## src/rtl/sa_pkg.sv

```systemverilog
// Shared types for the proc_ele systolic array and its feeders/drains.
// Default geometry: 4-bit operands, 4 columns.
package sa_pkg;

  localparam int unsigned SA_WIDTH = 4;
  localparam int unsigned SA_COLS  = 4;
  localparam int unsigned CW       = 2 * SA_WIDTH + 1;

  typedef logic [CW-1:0]          lane_t;
  typedef lane_t [SA_COLS-1:0]    row_t;

  // Result lane width for a given operand width (product plus accumulate carry).
  function automatic int unsigned lane_width(input int unsigned width);
    return 2 * width + 1;
  endfunction

endpackage

```

## src/rtl/sa_row_fifo.sv

```systemverilog
// Synchronous row FIFO with occupancy count; a push while full is accepted only
// when a pop happens in the same cycle.
module sa_row_fifo #(
  parameter int unsigned DEPTH = 4,
  parameter int unsigned DW    = 36
) (
  input  logic                         clk,
  input  logic                         rst_n,
  input  logic                         push,
  input  logic [DW-1:0]                wdata,
  input  logic                         pop,
  output logic [DW-1:0]                rdata,
  output logic                         full,
  output logic                         empty,
  output logic [$clog2(DEPTH+1)-1:0]   level
);

  localparam int unsigned PW = $clog2(DEPTH);
  localparam int unsigned LW = $clog2(DEPTH+1);

  logic [DW-1:0] mem_q [DEPTH];
  logic [PW-1:0] wr_ptr_q, rd_ptr_q;
  logic [LW-1:0] level_q;
  logic          do_push, do_pop;

  assign full    = (level_q == LW'(DEPTH));
  assign empty   = (level_q == '0);
  assign do_pop  = pop && !empty;
  assign do_push = push && (!full || do_pop);
  assign rdata   = mem_q[rd_ptr_q];
  assign level   = level_q;

  always_ff @(posedge clk or negedge rst_n) begin
    if (!rst_n) begin
      for (int i = 0; i < DEPTH; i++) mem_q[i] <= '0;
      wr_ptr_q <= '0;
      rd_ptr_q <= '0;
      level_q  <= '0;
    end else begin
      if (do_push) begin
        mem_q[wr_ptr_q] <= wdata;
        wr_ptr_q <= (wr_ptr_q == PW'(DEPTH-1)) ? '0 : wr_ptr_q + PW'(1);
      end
      if (do_pop) begin
        rd_ptr_q <= (rd_ptr_q == PW'(DEPTH-1)) ? '0 : rd_ptr_q + PW'(1);
      end
      unique case ({do_push, do_pop})
        2'b10:   level_q <= level_q + LW'(1);
        2'b01:   level_q <= level_q - LW'(1);
        default: level_q <= level_q;
      endcase
    end
  end

endmodule

```

## src/rtl/sa_drain.sv

```systemverilog
// Bottom-row receiver: deskews per-column results, assembles rows and queues them
// toward the result writer; lost rows and ragged skew raise sticky flags.
module sa_drain
  import sa_pkg::*;
#(
  parameter int unsigned WIDTH = 4,
  parameter int unsigned COLS  = 4,
  parameter int unsigned DEPTH = 4
) (
  input  logic                              clk,
  input  logic                              rst_n,
  input  logic [COLS-1:0][2*WIDTH:0]        cin,
  input  logic [COLS-1:0]                   cin_val,
  output logic [COLS-1:0][2*WIDTH:0]        row_data,
  output logic                              row_val,
  input  logic                              row_rdy,
  output logic [$clog2(DEPTH+1)-1:0]        level,
  output logic                              ovf,
  output logic                              skew_err,
  input  logic                              clr_err
);

  localparam int unsigned LCW = lane_width(WIDTH);
  localparam int unsigned RW  = COLS * LCW;

  logic [COLS-1:0][LCW-1:0] al_data;
  logic [COLS-1:0]          al_val;

  // Column j sits COLS-j registers deep so all lanes of a row line up together.
  for (genvar j = 0; j < COLS; j++) begin : g_col
    localparam int unsigned N = COLS - j;
    logic [N-1:0][LCW-1:0] d_q;
    logic [N-1:0]          v_q;

    always_ff @(posedge clk or negedge rst_n) begin
      if (!rst_n) begin
        d_q <= '0;
        v_q <= '0;
      end else begin
        d_q[0] <= cin[j];
        v_q[0] <= cin_val[j];
        for (int k = 1; k < N; k++) begin
          d_q[k] <= d_q[k-1];
          v_q[k] <= v_q[k-1];
        end
      end
    end

    assign al_data[j] = d_q[N-1];
    assign al_val[j]  = v_q[N-1];
  end

  logic          push, pop, full, empty;
  logic          ovf_evt, skew_evt;
  logic          ovf_d, ovf_q, skew_d, skew_q;
  logic [RW-1:0] wdata, rdata;

  assign push     = &al_val;
  assign skew_evt = (|al_val) && !(&al_val);
  assign row_val  = !empty;
  assign pop      = row_val && row_rdy;
  assign ovf_evt  = push && full && !pop;
  assign wdata    = al_data;
  assign row_data = rdata;

  sa_row_fifo #(
    .DEPTH (DEPTH),
    .DW    (RW)
  ) u_fifo (
    .clk   (clk),
    .rst_n (rst_n),
    .push  (push),
    .wdata (wdata),
    .pop   (pop),
    .rdata (rdata),
    .full  (full),
    .empty (empty),
    .level (level)
  );

  // Setting an error wins over clearing it in the same cycle.
  always_comb begin
    ovf_d  = ovf_q;
    skew_d = skew_q;
    if (clr_err) begin
      ovf_d  = 1'b0;
      skew_d = 1'b0;
    end
    if (ovf_evt)  ovf_d  = 1'b1;
    if (skew_evt) skew_d = 1'b1;
  end

  always_ff @(posedge clk or negedge rst_n) begin
    if (!rst_n) begin
      ovf_q  <= 1'b0;
      skew_q <= 1'b0;
    end else begin
      ovf_q  <= ovf_d;
      skew_q <= skew_d;
    end
  end

  assign ovf      = ovf_q;
  assign skew_err = skew_q;

endmodule

```

## config.mk

```make
export PLATFORM = sky130hd
export DESIGN_NAME = sa_drain
export DESIGN_NICKNAME = d
export VERILOG_FILES = /design/src/rtl/sa_pkg.sv /design/src/rtl/sa_row_fifo.sv /design/src/rtl/sa_drain.sv
export SDC_FILE = /design/constraint.sdc
export NUM_CORES = 1
export LEC_CHECK = 0
export CELL_PAD_IN_SITES_DETAIL_PLACEMENT = 0
export CELL_PAD_IN_SITES_GLOBAL_PLACEMENT = 2
export CORE_ASPECT_RATIO = 1.2
export CORE_MARGIN = 2
export CORE_UTILIZATION = 48
export CTS_BUF_LIST = sky130_fd_sc_hd__clkbuf_8 sky130_fd_sc_hd__clkbuf_16
export CTS_CLUSTER_DIAMETER = 120
export DETAILED_ROUTE_END_ITERATION = 8
export PLACE_DENSITY = 0.93
export REMOVE_ABC_BUFFERS = 1
export SLEW_MARGIN = 10
export SYNTH_ARGS = -nofsm -noshare
export SYNTH_HDL_FRONTEND = slang
export SYNTH_SLANG_ARGS = --single-unit
export TNS_END_PERCENT = 50
```

## constraint.sdc

```tcl
create_clock -name clk -period 3.91 [get_ports clk]
set_input_delay 1.173 -clock clk [delete_from_list [all_inputs] [get_ports clk]]
set_output_delay 1.173 -clock clk [all_outputs]
set_load 0.05 [all_outputs]
```

==> summary by stage, run 1 <==
Die
The die covers 21,700 sq um. Measured along the x axis, the die boundary spans 135 um. The die height is 161 um. The effective utilization at floorplan is 48.9%.

The number of top-level pins is 86. The core region is 20,200 sq um. The number of placement rows is 57.

Logic synthesis
The post-synthesis cell type count is 24. For this run, the number of Yosys warnings is 0. Counting every instance in the synthesized netlist gives 494. The average instance area after synthesis is 20.0 sq um.

Synthesis inferred 253 register bits. The fraction of synthesized cell area taken by the top area cell type is 64.2%. After synthesis, flip-flops and latches occupy 64.2% of the total area.

The synthesized netlist occupies a cell area of 9860 sq um. After synthesis, the cell types taking the most area are sky130_fd_sc_hd__dfrtp_1 (64%), sky130_fd_sc_hd__mux2_4 (18%), sky130_fd_sc_hd__mux4_2 (8.2%). The cell taking the most area after synthesis is sky130_fd_sc_hd__dfrtp_1.

Drt
Dividing the detail-routed wire length by the instance count gives 19.5 um. The highest routing layer actually used is met4. The wire length the detailed router placed on met1 is 7.75 mm. The number of DRC markers after the initial detailed-route iteration is 198. The overall routed net length is 17.3 mm.

Summed over all nets, wire length on met3 after detailed routing comes to 731 um. The detailed router placed 4,524 vias in this run. For this run, design rule violations remaining after detail routing come to 0.

The antenna violation net count after detailed routing is 0. The met2 layer wire length in the routed design is 8.48 mm. The number of detailed-routing iterations run before antenna repair is 6. Dividing the detail-routed via count by the number of cells gives 5.09.

Pwr
Combinational logic burns 39.3% of the power. The clock network fraction of total power is 22.6%. In this run, flip-flops and latches consume 38.1% of the power. The net switching power of the design is 3.51 mW. The switching power as a share of total power is 33.9%.

In this run the power density over the cells is 873 nW/um^2. IR analysis of the VDD net gives a maximum drop of 0.000528 V. Summed over all cells, the static leakage comes to 5.74 nW.

The internal portion of the total power is 6.82 mW.

Timing
Setup violations remaining at the end of the flow were counted as 0. The share of the clock period used by the worst path after layout is 97.1%. The final hold violation count came to 0.

The smallest clock period supported by the final layout is computed as 3.80 ns. The worst hold slack is 0.340 ns. The worst pin sits at a relative slew slack of 53.2%. The clock arrives with 0.0127 ns of skew.

The number of pins exceeding their max-slew limit in the final report came to 0. Setup repair after global routing left no endpoint under its margin. The maximum frequency from static timing analysis is 0.263 GHz.

The worst-margin pin slew is 0.701 ns. The aggregate negative setup slack is 0 ns.

CTS
The longest clock path from root to sink contains 3 buffers. The clock tree root driver cell is sky130_fd_sc_hd__clkbuf_16. The number of hold buffers added after CTS was 0.

After clock tree synthesis, the clock-pin slew on the worst setup and hold paths is 0.06 ns. The clock latency on the worst-skew pair is 0.53 ns. The CTS tree is yes. Buffers inserted during clock tree synthesis total 26. Clock tree synthesis found a total of 253 sinks.

The maximum level of the CTS H-tree is 1.

GRT
The pin count of the biggest net entering global routing is 95. The first global-routing pass estimated 29.3 mm of wire. After global routing the overflow that remains totals 0. The initial antenna violation count is 0. Global routing used 17.0% of the available tracks across all layers.

The via count of the first global-routing pass is 5,291.

Worst setup path
STA classifies the critical path endpoint as a primary output. For the worst setup path, the data required time is 2.74 ns. The critical path in this run is classified as register to primary output. Data arrives at the worst endpoint at 2.62 ns. The worst setup path is launched from a register. In this run the worst path has a maximum fanout of 15.

Final layout
The area occupied by multi-input gates is 3200 sq um. The area growth from synthesis to layout is 20.0%. Across the whole layout, storage elements account for 6340 sq um.

The net count of the finished layout is 655. The repair_antennas step left the layout with diodes totalling 0. In the final layout, the share of cells above drive strength 1 is 40.6%.

The layout has 1,456 filler cells.

Run status
The flow ran to the end, and the final reports show no timing, DRC or antenna violations.

Place
The count of buffers added on input and output ports is 85. The routability-driven placement congestion ratio is 0.747. The wire-length estimate of the detail-placed layout is 10.9 mm.

Worst hold path
The tightest min-delay check is of the register to register type.

Run
The number of max-cap violations is 0.
[flip-flops by register name, indices dropped and copies added, names as in the netlist]
register	count
u_fifo.mem_q	144
g_col.d_q	63
al_data	27
g_col.v_q	10
u_fifo.level	3
u_fifo.rd_ptr_q	2
u_fifo.wr_ptr_q	2
ovf	1
skew_err	1
[path summary, 6_finish.rpt]
path	start	to	slack, ns	cells after the start
min in group asynchronous	rst_n	al_data[26]$_DFF_PN0_	0.66	1
worst min-delay path	g_col[0].d_q[10]$_DFF_PN0_	g_col[0].d_q[19]$_DFF_PN0_	0.34	0
worst max register to register	u_fifo.level[0]$_DFFE_PN0P_	u_fifo.level[2]$_DFFE_PN0P_	1.51	8
worst max-delay path	u_fifo.rd_ptr_q[0]$_DFFE_PN0P_	row_data[34]	0.11	3
max in group asynchronous	rst_n	al_data[22]$_DFF_PN0_	2.35	2
worst min register to register	g_col[0].d_q[10]$_DFF_PN0_	g_col[0].d_q[19]$_DFF_PN0_	0.34	0
[timing repair]
action | CTS | global route
buffers inserted | 0 | 0
endpoints found under the setup margin | 24 | 3
gates resized for setup | 1 | 3
[cells in the final DEF, fill, tap and decap left out, drive strengths merged, types with 2 or more instances in the layout]
cell type,count
nand3,4
buf,20
inv,15
dlymetal6s2s,3
clkdlybuf4s50,81
mux2,148
clkinv,7
clkbuf,33
mux4,36
ha,6
o22ai,2
xor2,2
dfrtp,253
nor2,3
nand2,2
[area by class of cell]
class                      instances  area share, %
sequential                       253           53.6
multi-input combinational        210           27.0
timing repair buffer             104           9.35
clock buffer                      33           6.31
tap                              265           2.80
clock inverter                    14          0.677
inverter                           9          0.286
[layer usage]
layer	GRT usage, %	vias to the layer above
met2	27.3	83
met1	24.3	2419
li1	-	1994
met5	0	-
met4	4.83	0
met3	2.92	28
[per-stage QoR]
| stage | power [mW] | std cells | util [%] | setup slack, ns | instance area [sq um] |
|---|---|---|---|---|---|
| after floorplan | 6.80 | 472 | - | 0.354 | 9560 |
| after global placement | 7.95 | 841 | 54.5 | 0.455 | 11000 |
| after detailed placement | 8.08 | 841 | 54.5 | 0.367 | 11000 |
| after CTS | 10.5 | 888 | 58.6 | 0.0492 | 11800 |
| after global routing | 10.8 | 888 | 58.6 | 0.00495 | 11800 |
| final | 10.3 | 888 | 58.6 | 0.114 | 11800 |
[power groups by stage]
stage / Sequential (mW) / Clock, mW / Combinational (mW)
after detailed placement: 3.97 / 0 / 4.11
after global placement: 3.89 / 0 / 4.05
after floorplan: 3.91 / 0 / 2.89
after CTS: 3.94 / 2.40 / 4.13
final: 3.93 / 2.33 / 4.06
after global routing: 4.04 / 2.51 / 4.28
[synthesized netlist by cell type]
library cell                 n
sky130_fd_sc_hd__and4_1      1
sky130_fd_sc_hd__buf_1       3
sky130_fd_sc_hd__buf_12     12
sky130_fd_sc_hd__buf_2       3
sky130_fd_sc_hd__buf_6       1
sky130_fd_sc_hd__clkbuf_1    2
sky130_fd_sc_hd__clkbuf_8    1
sky130_fd_sc_hd__dfrtp_1   253
sky130_fd_sc_hd__fa_1        1
sky130_fd_sc_hd__ha_1        6
sky130_fd_sc_hd__inv_1       9
sky130_fd_sc_hd__mux2_2     28
sky130_fd_sc_hd__mux2_4    120
sky130_fd_sc_hd__mux2i_1     1
sky130_fd_sc_hd__mux4_2     36
sky130_fd_sc_hd__nand2_1     2
sky130_fd_sc_hd__nand3_4     4
sky130_fd_sc_hd__nor2_1      3
sky130_fd_sc_hd__nor4_1      1
sky130_fd_sc_hd__o22ai_1     2
sky130_fd_sc_hd__or3_2       1
sky130_fd_sc_hd__or4b_4      1
sky130_fd_sc_hd__xnor2_1     1
sky130_fd_sc_hd__xor2_1      2
[logic make-up after synthesis]
family,Yosys count,synth area share [%]
flip-flops,253,64.2
AND/OR/NAND/NOR,13,1.27
XOR/XNOR,3,0.267
buffers and inverters,31,3.38
AO/OA/AOI/OAI,2,0.127
adder cells (fa/ha/maj),7,0.964
multiplexers,185,29.8
[critical path, stage by stage, from the launching register on]
cell	delay, ns
sky130_fd_sc_hd__dfrtp_4	0.61
sky130_fd_sc_hd__buf_4	0.26
sky130_fd_sc_hd__mux4_2	0.52
sky130_fd_sc_hd__clkdlybuf4s50_1	0.71
Power figures use the tool's default switching activity.
==> inputs of run 2 (changes only) <==
- CAP_MARGIN: not set -> 10
- CORE_UTILIZATION: 48 -> 25
- PLACE_DENSITY: 0.93 -> 0.58
==> run 2 against run 1 <==
Against the previous run: via count grew 1.2%; critical endpoint is now row_data[7]; flip-flop and latch count did not move; global-route usage shrank 6.7 points; register-to-register slack about the same; combinational power decreased by 2%; non-clock buffer count fell by 3.
==> summary by stage, run 2 (synthesis results as in run 1) <==
Worst setup path
The type of origin of the critical path was a register (unchanged). The worst path buffer plus inverter count was 1 (was 2). The path type of the worst setup path is register to primary output (unchanged). The capturing element type of the critical path is a primary output (unchanged).

The critical path's slowest cell is sky130_fd_sc_hd__clkdlybuf4s50_1 (unchanged). The required arrival time at the worst endpoint came to 2.74 ns (about the same). Crit path cell chain: mux4_2 > clkdlybuf4s50_1 (was buf_4 > mux4_2 > clkdlybuf4s50_1).

The reg2reg setup slack is 1.51 ns (about the same). The maximum single-stage delay on the critical path is 0.73 ns (was 0.71 ns). The arrival time of the worst setup path is 2.48 ns (was 2.62 ns). The kind of cell adding the most delay to the critical path was buffers and inverters (unchanged). The top fanout value on the critical path is 12 (was 15).

Pwr
The fraction of power consumed by combinational cells came to 37.7% (was 39.3%). The switching power as a share of total power was 34.0% (was 33.9%). The power per unit of standard cell area is 864 nW/um^2 (was 873 nW/um^2). The leakage power is 5.87 nW (was 5.74 nW). The part of the power in registers is 37.0% (was 38.1%). The net switching power of the design was 3.60 mW (was 3.51 mW). The maximum ir drop on the vdd rail was 0.000312 V (was 0.000528 V). The clock network fraction of total power is 25.4% (was 22.6%). The design internal power is 6.98 mW (was 6.82 mW).

GRT
The overall fraction of global-route tracks in use was 10.3% (was 17.0%). The initial antenna violation count is 0 (unchanged). The leftover overflow at the end of global routing is 0 (unchanged). The pin count of the biggest net entering global routing came to 95 (unchanged).

The first-pass GRT wire length is 32.9 mm (was 29.3 mm). The via count of the first global-routing pass is 5,564 (was 5,291).

Timing
The worst setup slack after layout is 0.253 ns (was 0.114 ns). The share of the clock period used by the worst path after layout is 93.5% (was 97.1%). The time the worst path needs with I/O delays and setup is 3.66 ns (was 3.80 ns). The aggregate negative setup slack is 0 ns (unchanged).

The number of endpoints failing setup at the final stage came to 0 (unchanged). The final hold violation count is 0 (unchanged). The worst-margin pin slew is 0.668 ns (was 0.701 ns).

Setup repair after global routing missed its margin: false (unchanged). The maximum frequency from static timing analysis is 0.273 GHz (was 0.263 GHz). The worst-case clock skew was 0.0135 ns (was 0.0127 ns).

The tightest slew margin relative to the limit was 55.4% (was 53.2%). The number of pins exceeding their max-slew limit in the final report came to 0 (unchanged).

Final layout
Highest-count cells in the layout ignoring fill and taps: sky130_fd_sc_hd__dfrtp_1 (251), sky130_fd_sc_hd__mux2_4 (120), sky130_fd_sc_hd__clkdlybuf4s50_1 (57) (was sky130_fd_sc_hd__dfrtp_1 (251), sky130_fd_sc_hd__mux2_4 (120), sky130_fd_sc_hd__clkdlybuf4s50_1 (81)). The flip-flop count of the largest register after layout is 144 (unchanged). The number of antenna diodes is 0 (unchanged).

The area growth from synthesis to layout was 24.1% (was 20.0%). The share of cells above drive strength 1 is 40.8% (was 40.6%). The most common cell after layout, fill and taps aside is sky130_fd_sc_hd__dfrtp_1 (unchanged). The number of nets at the end of the flow is 654 (was 655). The register containing the most flip-flops in the final layout is u_fifo.mem_q (unchanged).

CTS
The number of post-CTS setup repair buffers is 0 (unchanged). The TritonCTS buffer count is 28 (was 26). The total number of clock tree sinks is 253 (unchanged). The register clock-pin slew on the reported worst setup and hold paths is 0.06 ns (about the same).

The CTS tree is yes (unchanged). The clock tree root driver cell is sky130_fd_sc_hd__clkbuf_16 (unchanged). The maximum clock insertion buffer count is 3 (unchanged).

The maximum level of the CTS H-tree is 1 (unchanged). The clock latency on the worst-skew pair came to 0.54 ns (was 0.53 ns).

Drt
The number of detailed-routing iterations run before antenna repair is 4 (was 6). The antenna violation net count after detailed routing is 0 (unchanged). The DRC violation count after routing is 0 (unchanged). The number of DRC markers after the initial detailed-route iteration is 194 (was 198). The total via count after detailed routing is 4,578 (was 4,524).

The via density per instance came to 3.98 (was 5.09). The overall routed net length is 20.1 mm (was 17.3 mm). The routed wire length per instance is 17.5 um (was 19.5 um).

Die
The number of top-level pins is 86 (unchanged). The placeable core area is 38,800 sq um (was 20,200 sq um). The effective utilization at floorplan is 25.4% (was 48.9%). The die height is 222 um (was 161 um). The number of placement rows is 79 (was 57). The full die area is 41,100 sq um (was 21,700 sq um). The horizontal extent of the die is 185 um (was 135 um).

Place
The HPWL after detailed placement came to 12.6 mm (was 10.9 mm). The routability-driven placement congestion ratio is 0.642 (was 0.747). The port buffer count is 85 (unchanged). The worst slack after detailed placement came to 0.393 ns (was 0.367 ns).

Run
The number of max-cap violations is 0 (unchanged).

Worst hold path
The worst hold path class was register to register (unchanged).

Run status
Status: finished clean (unchanged).
-- run 2: what timing repair did --
item / 4_1_cts / 5_1_grt
cloned: 0 / 0
endpoints found under the setup margin: 23 / 4
hold buffers: 0 / 0
resized for setup: 23 / 4
-- run 2: worst reg2reg max path, delay by kind of cell, from the launching register on --
kind / cells / cell delay (ns)
AND/OR/NAND/NOR: 3 / 0.93
flip-flops: 1 / 0.43
buffers and inverters: 1 / 0.06
adder cells (fa/ha/maj): 2 / 0.58
XOR/XNOR: 2 / 0.32
-- run 2: final timing paths --
| path | depth (start not counted) | from | endpoint |
|---|---|---|---|
| worst max-delay path | 2 | u_fifo.rd_ptr_q[0]$_DFFE_PN0P_ | row_data[7] |
| worst min register to register | 0 | g_col[1].d_q[4]$_DFF_PN0_ | g_col[1].d_q[13]$_DFF_PN0_ |
| max in group asynchronous | 2 | rst_n | u_fifo.mem_q[124]$_DFFE_PN0P_ |
| min in group asynchronous | 1 | rst_n | g_col[1].d_q[5]$_DFF_PN0_ |
| worst max register to register | 8 | u_fifo.level[0]$_DFFE_PN0P_ | u_fifo.level[2]$_DFFE_PN0P_ |
| worst min-delay path | 0 | g_col[1].d_q[4]$_DFF_PN0_ | g_col[1].d_q[13]$_DFF_PN0_ |
-- run 2: power groups by stage --
stage	sequential (mW)	combinational, mW	clock [mW]
2_1_floorplan	3.91	2.89	0
3_3_place_gp	3.86	4.14	0
3_5_place_dp	3.95	4.21	0
4_1_cts	3.92	4.08	2.79
5_1_grt	4.02	4.22	2.91
6_report	3.91	3.98	2.68
-- run 2: metrics by stage --
stage | utilization, % | cells | power [mW] | cell area [sq um] | hold slack, ns
finish | 31.5 | 1149 | 10.6 | 12200 | 0.342
global route | 31.5 | 1149 | 11.1 | 12200 | 0.353
CTS | 31.5 | 1149 | 10.8 | 12200 | 0.346
detailed placement | 29.1 | 1099 | 8.16 | 11300 | 0.335
global placement | 29.1 | 1099 | 8.00 | 11300 | 0.332
floorplan | - | 472 | 6.80 | 9560 | 0.331
-- run 2: cell type report --
type / instances / area [sq um]
Timing Repair Buffer: 101 / 1040
Fill cell: 3784 / 26600
Sequential cell: 253 / 6340
Multi-Input combinational cell: 210 / 3200
Clock inverter: 11 / 101
Clock buffer: 39 / 863
Tap cell: 526 / 658
Inverter: 9 / 33.8
-- run 2: per-layer routing --
| layer | global-route usage (%) | share of wire [%] | vias to the layer above |
|---|---|---|---|
| met5 | 0 | 0 | - |
| met4 | 3.33 | 2.3 | 0 |
| met3 | 2.48 | 4.9 | 32 |
| met2 | 17.3 | 50 | 82 |
| met1 | 13.0 | 42 | 2482 |
| li1 | - | - | 1982 |
==> inputs of run 3 (changes only) <==
- PLACE_DENSITY: 0.58 -> 0.6
- clock period: 3.91 -> 3.2 ns (I/O delays scaled with it)
==> run 3 against run 2 <==
Against the previous run: total power increased by 23%; count of clock-buffer cells in the layout decreased by 7; design area increased by 0.21%; register-to-register slack got worse by 0.52 ns; sequential share of layout area decreased by 0.11 points; sequential power increased by 23%; die area unchanged.
==> summary by stage, run 3 (synthesis results as in run 1) <==
Run status
Status: finished clean (unchanged).

GRT
The leftover overflow at the end of global routing is 0 (unchanged). The pin count of the biggest net entering global routing was 77 (was 95). The initial antenna violation count is 0 (unchanged). The first-pass GRT wire length came to 33.2 mm (was 32.9 mm). The overall fraction of global-route tracks in use is 10.5% (was 10.3%). The via count of the first global-routing pass is 5,534 (was 5,564).

Final layout
The register cell area after layout came to 6340 sq um (unchanged). The final non-filler cell total was 1,157 (was 1,149). The area occupied by multi-input gates was 3200 sq um (unchanged). The share of cells above drive strength 1 is 46.9% (was 40.8%). The final cell area excluding filler cells is 12,300 sq um (was 12,200 sq um).

The register containing the most flip-flops in the final layout was u_fifo.mem_q (unchanged). The number of fillers in the final layout is 3,725 (was 3,784). The most common cell after layout, fill and taps aside was sky130_fd_sc_hd__dfrtp_1 (unchanged).

The area growth from synthesis to layout was 24.3% (was 24.1%). The flip-flop count of the largest register after layout came to 144 (unchanged). Highest-count cells in the layout ignoring fill and taps: sky130_fd_sc_hd__dfrtp_1 (251), sky130_fd_sc_hd__mux2_4 (120), sky130_fd_sc_hd__clkdlybuf4s50_1 (47) (was sky130_fd_sc_hd__dfrtp_1 (251), sky130_fd_sc_hd__mux2_4 (120), sky130_fd_sc_hd__clkdlybuf4s50_1 (57)).

The number of antenna diodes is 0 (unchanged). The number of nets at the end of the flow came to 663 (was 654).

Pwr
The part of the power in registers is 37.0% (about the same). The switching power as a share of total power is 34.8% (was 34.0%). The net switching power of the design is 4.53 mW (was 3.60 mW). The power per unit of standard cell area is 1060 nW/um^2 (was 864 nW/um^2). The clock network fraction of total power is 24.3% (was 25.4%).

The fraction of power consumed by combinational cells is 38.7% (was 37.7%). The design internal power is 8.47 mW (was 6.98 mW). The maximum ir drop on the vdd rail was 0.000556 V (was 0.000312 V). The leakage power was 5.84 nW (was 5.87 nW).

The post-layout total power was 13.0 mW (was 10.6 mW).

Worst setup path
Crit path cell chain: buf_12 > mux4_2 > buf_4 (was mux4_2 > clkdlybuf4s50_1). The critical path's slowest cell is sky130_fd_sc_hd__dfrtp_2 (was sky130_fd_sc_hd__clkdlybuf4s50_1). The path type of the worst setup path is register to primary output (unchanged).

The type of origin of the critical path is a register (unchanged). The arrival time of the worst setup path is 2.16 ns (was 2.48 ns). The worst path buffer plus inverter count came to 2 (was 1). The maximum single-stage delay on the critical path is 0.72 ns (was 0.73 ns). The required arrival time at the worst endpoint came to 2.24 ns (was 2.74 ns). The capturing element type of the critical path is a primary output (unchanged).

The top fanout value on the critical path is 23 (was 12). The kind of cell adding the most delay to the critical path is flip-flops (was buffers and inverters).

Timing
The final hold violation count was 0 (unchanged). For the finished layout, the period the worst path requires is 3.12 ns. The share of the clock period used by the worst path after layout is 97.5%. Setup repair after global routing missed its margin: false (unchanged). The number of pins exceeding their max-slew limit in the final report is 0 (unchanged).

The tightest slew margin relative to the limit is 60.3% (was 55.4%). The worst-margin pin slew is 0.596 ns (was 0.668 ns). The number of endpoints failing setup at the final stage was 0 (unchanged). The worst-case clock skew was 0.00956 ns (was 0.0135 ns). The maximum frequency from static timing analysis is 0.320 GHz. The aggregate negative setup slack is 0 ns (unchanged).

Place
The HPWL after detailed placement is 12.9 mm (was 12.6 mm). The routability-driven placement congestion ratio is 0.667 (was 0.642). The count of placed standard cells including taps was 1,105 (was 1,099).

The placed standard-cell area is 11,300 sq um (about the same). The port buffer count is 85 (unchanged).

CTS
The total number of clock tree sinks is 253 (unchanged). The cts-stage hold buffer count is 0 (unchanged). The clock latency on the worst-skew pair came to 0.54 ns (about the same). The clock tree root driver cell is sky130_fd_sc_hd__clkbuf_16 (unchanged). The CTS tree is yes (unchanged). The TritonCTS buffer count was 29 (was 28). The register clock-pin slew on the reported worst setup and hold paths is 0.06 ns (about the same). The maximum level of the CTS H-tree was 1 (unchanged).

The maximum clock insertion buffer count is 3 (unchanged).

Die
The number of placement rows is 79 (unchanged). The full die area was 41,100 sq um (unchanged). The number of top-level pins is 86 (unchanged). The effective utilization at floorplan came to 25.4% (unchanged).

The die height is 222 um (unchanged). The placeable core area is 38,800 sq um (unchanged). The horizontal extent of the die is 185 um (unchanged).

Drt
The routed wire length per instance is 18.2 um (was 17.5 um). The antenna violation net count after detailed routing is 0 (unchanged). The total via count after detailed routing is 4,646 (was 4,578). The number of detailed-routing iterations run before antenna repair is 4 (unchanged). The overall routed net length is 21.0 mm (was 20.1 mm). The DRC violation count after routing was 0 (unchanged).

The via density per instance came to 4.02 (was 3.98). The number of DRC markers after the initial detailed-route iteration came to 161 (was 194).

Run
The number of max-cap violations is 0 (unchanged).

Worst hold path
The worst hold path class is register to register (unchanged).
==> run 3: changes by cell type in the layout (fill, tap and decap cells not counted), sizes merged, moves of 3 or more <==
cell,before,now
buf,17,61
dlygate4sd2,23,0
clkdlybuf4s50,57,47
clkbuf,39,32
clkinvlp,1,4
dlymetal6s2s,4,1
==> run 3: power groups by stage <==
stage	Combinational (mW)	Sequential, mW	Clock (mW)
CTS	5.14	4.81	3.29
detailed placement	5.06	4.88	0
floorplan	3.53	4.78	0
finish	5.03	4.80	3.16
global route	5.31	4.92	3.43
global placement	4.95	4.77	0
==> run 3: cell type report <==
cell class | instances | share of cell area [%]
clock buffer | 32 | 6.26
clock inverter | 18 | 1.18
inverter | 9 | 0.276
multi-input combinational | 210 | 26.1
sequential | 253 | 51.7
tap | 526 | 5.37
timing repair buffer | 109 | 9.16
==> run 3: path summary, 6_finish.rpt <==
| check | startpoint | end | slack [ns] | cells past startpoint |
|---|---|---|---|---|
| max in group asynchronous | rst_n | g_col[2].d_q[4]$_DFF_PN0_ | 1.97 | 2 |
| max reg2reg | u_fifo.level[0]$_DFFE_PN0P_ | u_fifo.level[2]$_DFFE_PN0P_ | 0.99 | 8 |
| min reg2reg | g_col[1].d_q[12]$_DFF_PN0_ | al_data[12]$_DFF_PN0_ | 0.34 | 0 |
| min | g_col[1].d_q[12]$_DFF_PN0_ | al_data[12]$_DFF_PN0_ | 0.34 | 0 |
| min in group asynchronous | rst_n | g_col[1].d_q[7]$_DFF_PN0_ | 0.39 | 1 |
| max | u_fifo.rd_ptr_q[1]$_DFFE_PN0P_ | row_data[1] | 0.08 | 3 |
==> run 3: what timing repair did <==
item / CTS / global route
resized for setup: 0 / 1
endpoints found under the setup margin: 7 / 1
pin swaps: 0 / 0
buffers inserted: 2 / 0
==> run 3: stage by stage <==
stage | hold slack, ns | utilization [%] | setup slack, ns
after CTS | 0.343 | 31.6 | 0.0169
after detailed placement | 0.335 | 29.2 | 0.0710
final | 0.341 | 31.6 | 0.0786
after global routing | 0.350 | 31.6 | 0.00242
after global placement | 0.331 | 29.2 | 0.115
after floorplan | 0.331 | - | -0.143
==> run 3: layer usage <==
metal | GRT usage, % | vias to the layer above | part of all wire, %
met2 | 17.6 | 107 | 50
li1 | - | 2000 | -
met3 | 2.09 | 36 | 4.6
met1 | 13.7 | 2503 | 44
met4 | 3.02 | 0 | 2.1
met5 | 0 | - | 0
==> edit (flow settings as in run 1) <==
`DEPTH` is set to 4 in 2 places; all go to 8.
--- a/src/rtl/sa_row_fifo.sv
+++ b/src/rtl/sa_row_fifo.sv
@@ -1,7 +1,7 @@
 // Synchronous row FIFO with occupancy count; a push while full is accepted only
 // when a pop happens in the same cycle.
 module sa_row_fifo #(
-  parameter int unsigned DEPTH = 4,
+  parameter int unsigned DEPTH = 8,
   parameter int unsigned DW    = 36
 ) (
   input  logic                         clk,
--- a/src/rtl/sa_drain.sv
+++ b/src/rtl/sa_drain.sv
@@ -5,7 +5,7 @@
 #(
   parameter int unsigned WIDTH = 4,
   parameter int unsigned COLS  = 4,
-  parameter int unsigned DEPTH = 4
+  parameter int unsigned DEPTH = 8
 ) (
   input  logic                              clk,
   input  logic                              rst_n,
Interface: changed (resized level); port bits go from 86 to 87. The function was not compared with the original's and may differ.
==> edit against run 1 <==
Synthesized cell count increased by 85%. Register-to-register slack lost 470 ps. Clock power up 72%. Synthesized area grew 66%. Cell area grew 62%. Highest routed layer unchanged. Total power up 40%. Count of clock-buffer cells in the layout up 17. Critical path depth increased by 1. Wire length up 86%. Worst setup slack improved by 41 ps. Sequential cell count grew 147.
==> edit: results (changes against run 1) <==
[place]
finalWeightedCongestion=0.737  ; -1.4%
hpwlAfterDp_um=18600  ; +70%
numPortBuffers=86  ; +1.2%
postPlaceCellArea_sq_um=17800  ; +62%
dp_slack_ps=383  ; +15.6 ps

[drt]
route.met2.wl_um=16300  ; +92%
routed_wl_um=32100  ; +86%
wl_met1_um=14000  ; +81%
first_iter_violations=461  ; +130%
route.met3.wl_um=1030  ; +40%
viasPerCell=5.44  ; +6.8%
drt_pre_antenna_iters=4  ; -2

[finish]
largest_reg_flops=288  ; +100%
fin_nets=1073  ; +64%
antenna_cells=0  ; unchanged
drive_above_1_share=0.507  ; +0.101
nFillCells=2612  ; +79%

[worst_hold_path]
hp-start=g_col[2].d_q[0]

[global_routing]
grt_pass1_vias=8949  ; +69%
antenna_found_initial=0  ; unchanged
grt_max_degree=97  ; +2.1%
grtUsageTotal=0.189  ; +0.0188
grt_pass1_wl_um=50900  ; +74%

[setup_path]
crit_end=row_data[26]
worstSetupStartpoint=u_fifo.rd_ptr_q[1]
crit_fanout=31  ; +16
cp.arrival_ps=2580  ; -40 ps
slowest_delay_ps=760  ; +50 ps
reg2reg_setup_slack_ps=1040  ; -470 ps
timing.rr.end=u_fifo.level[3]
cpMaxStageDelayCell=dfrtp_4
crit_family=flip-flops

[status]
status=completed

[power_and_ir_drop]
ir_worst_vdd_mv=0.452  ; -14%
leakage_nw=8.89  ; +55%

[yosys]
synth_common_cells=400 x dfrtp_1, 295 x mux2_2, 72 x mux4_2, 30 x mux2_4, 18 x buf_4
async_flop_share=1.00  ; unchanged
yosysSeqAreaShare=0.613  ; -0.0295
yosysUniqueCellTypes=36  ; +50%
synthTopCellsByArea=dfrtp_1 61%, mux2_2 20%, mux4_2 9.9%

[sta]
worst_slack_ps=155  ; +41.0 ps
worst_slew_pin_slew_ps=686  ; -15.5 ps
skew_ps=14.0  ; +1.27 ps

[cts]
h-tree-depth=2  ; +1
cts-buffers-inserted=41  ; +58%

[edit: through the flow]
step	hold WS, ps	TNS (ps)	utilization	total power, mW	std cells
2_1_floorplan	331	-46240	-	9.25	861
3_3_place_gp	332	0	0.526	10.5	1435
3_5_place_dp	335	0	0.526	10.6	1435
4_1_cts	346	0	0.567	14.7	1506
5_1_grt	351	0	0.567	15.2	1506
6_report	346	0	0.567	14.5	1506
[edit: per-layer routing]
metal  track usage  vias to the layer above
met2         0.318                      137
met5             0                        -
met3        0.0304                       55
met4        0.0579                        0
met1         0.254                     4435
li1              -                     3570
[edit: worst min-delay path by stage]
stage | to | slack [ps]
2_1_floorplan | al_data[0] | 330
3_3_place_gp | g_col[0].d_q[21] | 330
3_5_place_dp | al_data[0] | 330
4_1_cts | al_data[3] | 350
5_1_grt | al_data[18] | 350
6_report | al_data[18] | 350
[edit: logic make-up (layout without fill, tap and decap cells)]
family          count (synthesis)  in the layout  synth area share
flops                         400            400             0.613
mux                           404            404             0.335
simple gates                   24             24           0.00949
compound gates                 17             17            0.0141
buf+inv                        57            195            0.0221
fa+ha+maj                       7              7           0.00536
xor+xnor                        3              3           0.00161
[edit: where the power goes]
| group | internal, mW | total [mW] | leakage [nW] | switching, mW |
|---|---|---|---|---|
| registers | 5.17 | 5.92 | 5.17 | 0.752 |
| logic | 2.32 | 4.55 | 2.99 | 2.23 |
| clock network | 2.43 | 4.00 | 0.725 | 1.57 |
[edit: what timing repair did]
action / CTS / global route
endpoints found under the setup margin: 29 / 11
pin swaps: 0 / 0
resized for setup: 12 / 3
[edit: layout make-up]
class                      count  share of cell area
clock buffer                  50              0.0606
clock inverter                21              0.0122
inverter                       6             0.00118
multi-input combinational    455               0.312
sequential                   400               0.523
tap                          456              0.0298
timing repair buffer         118              0.0616
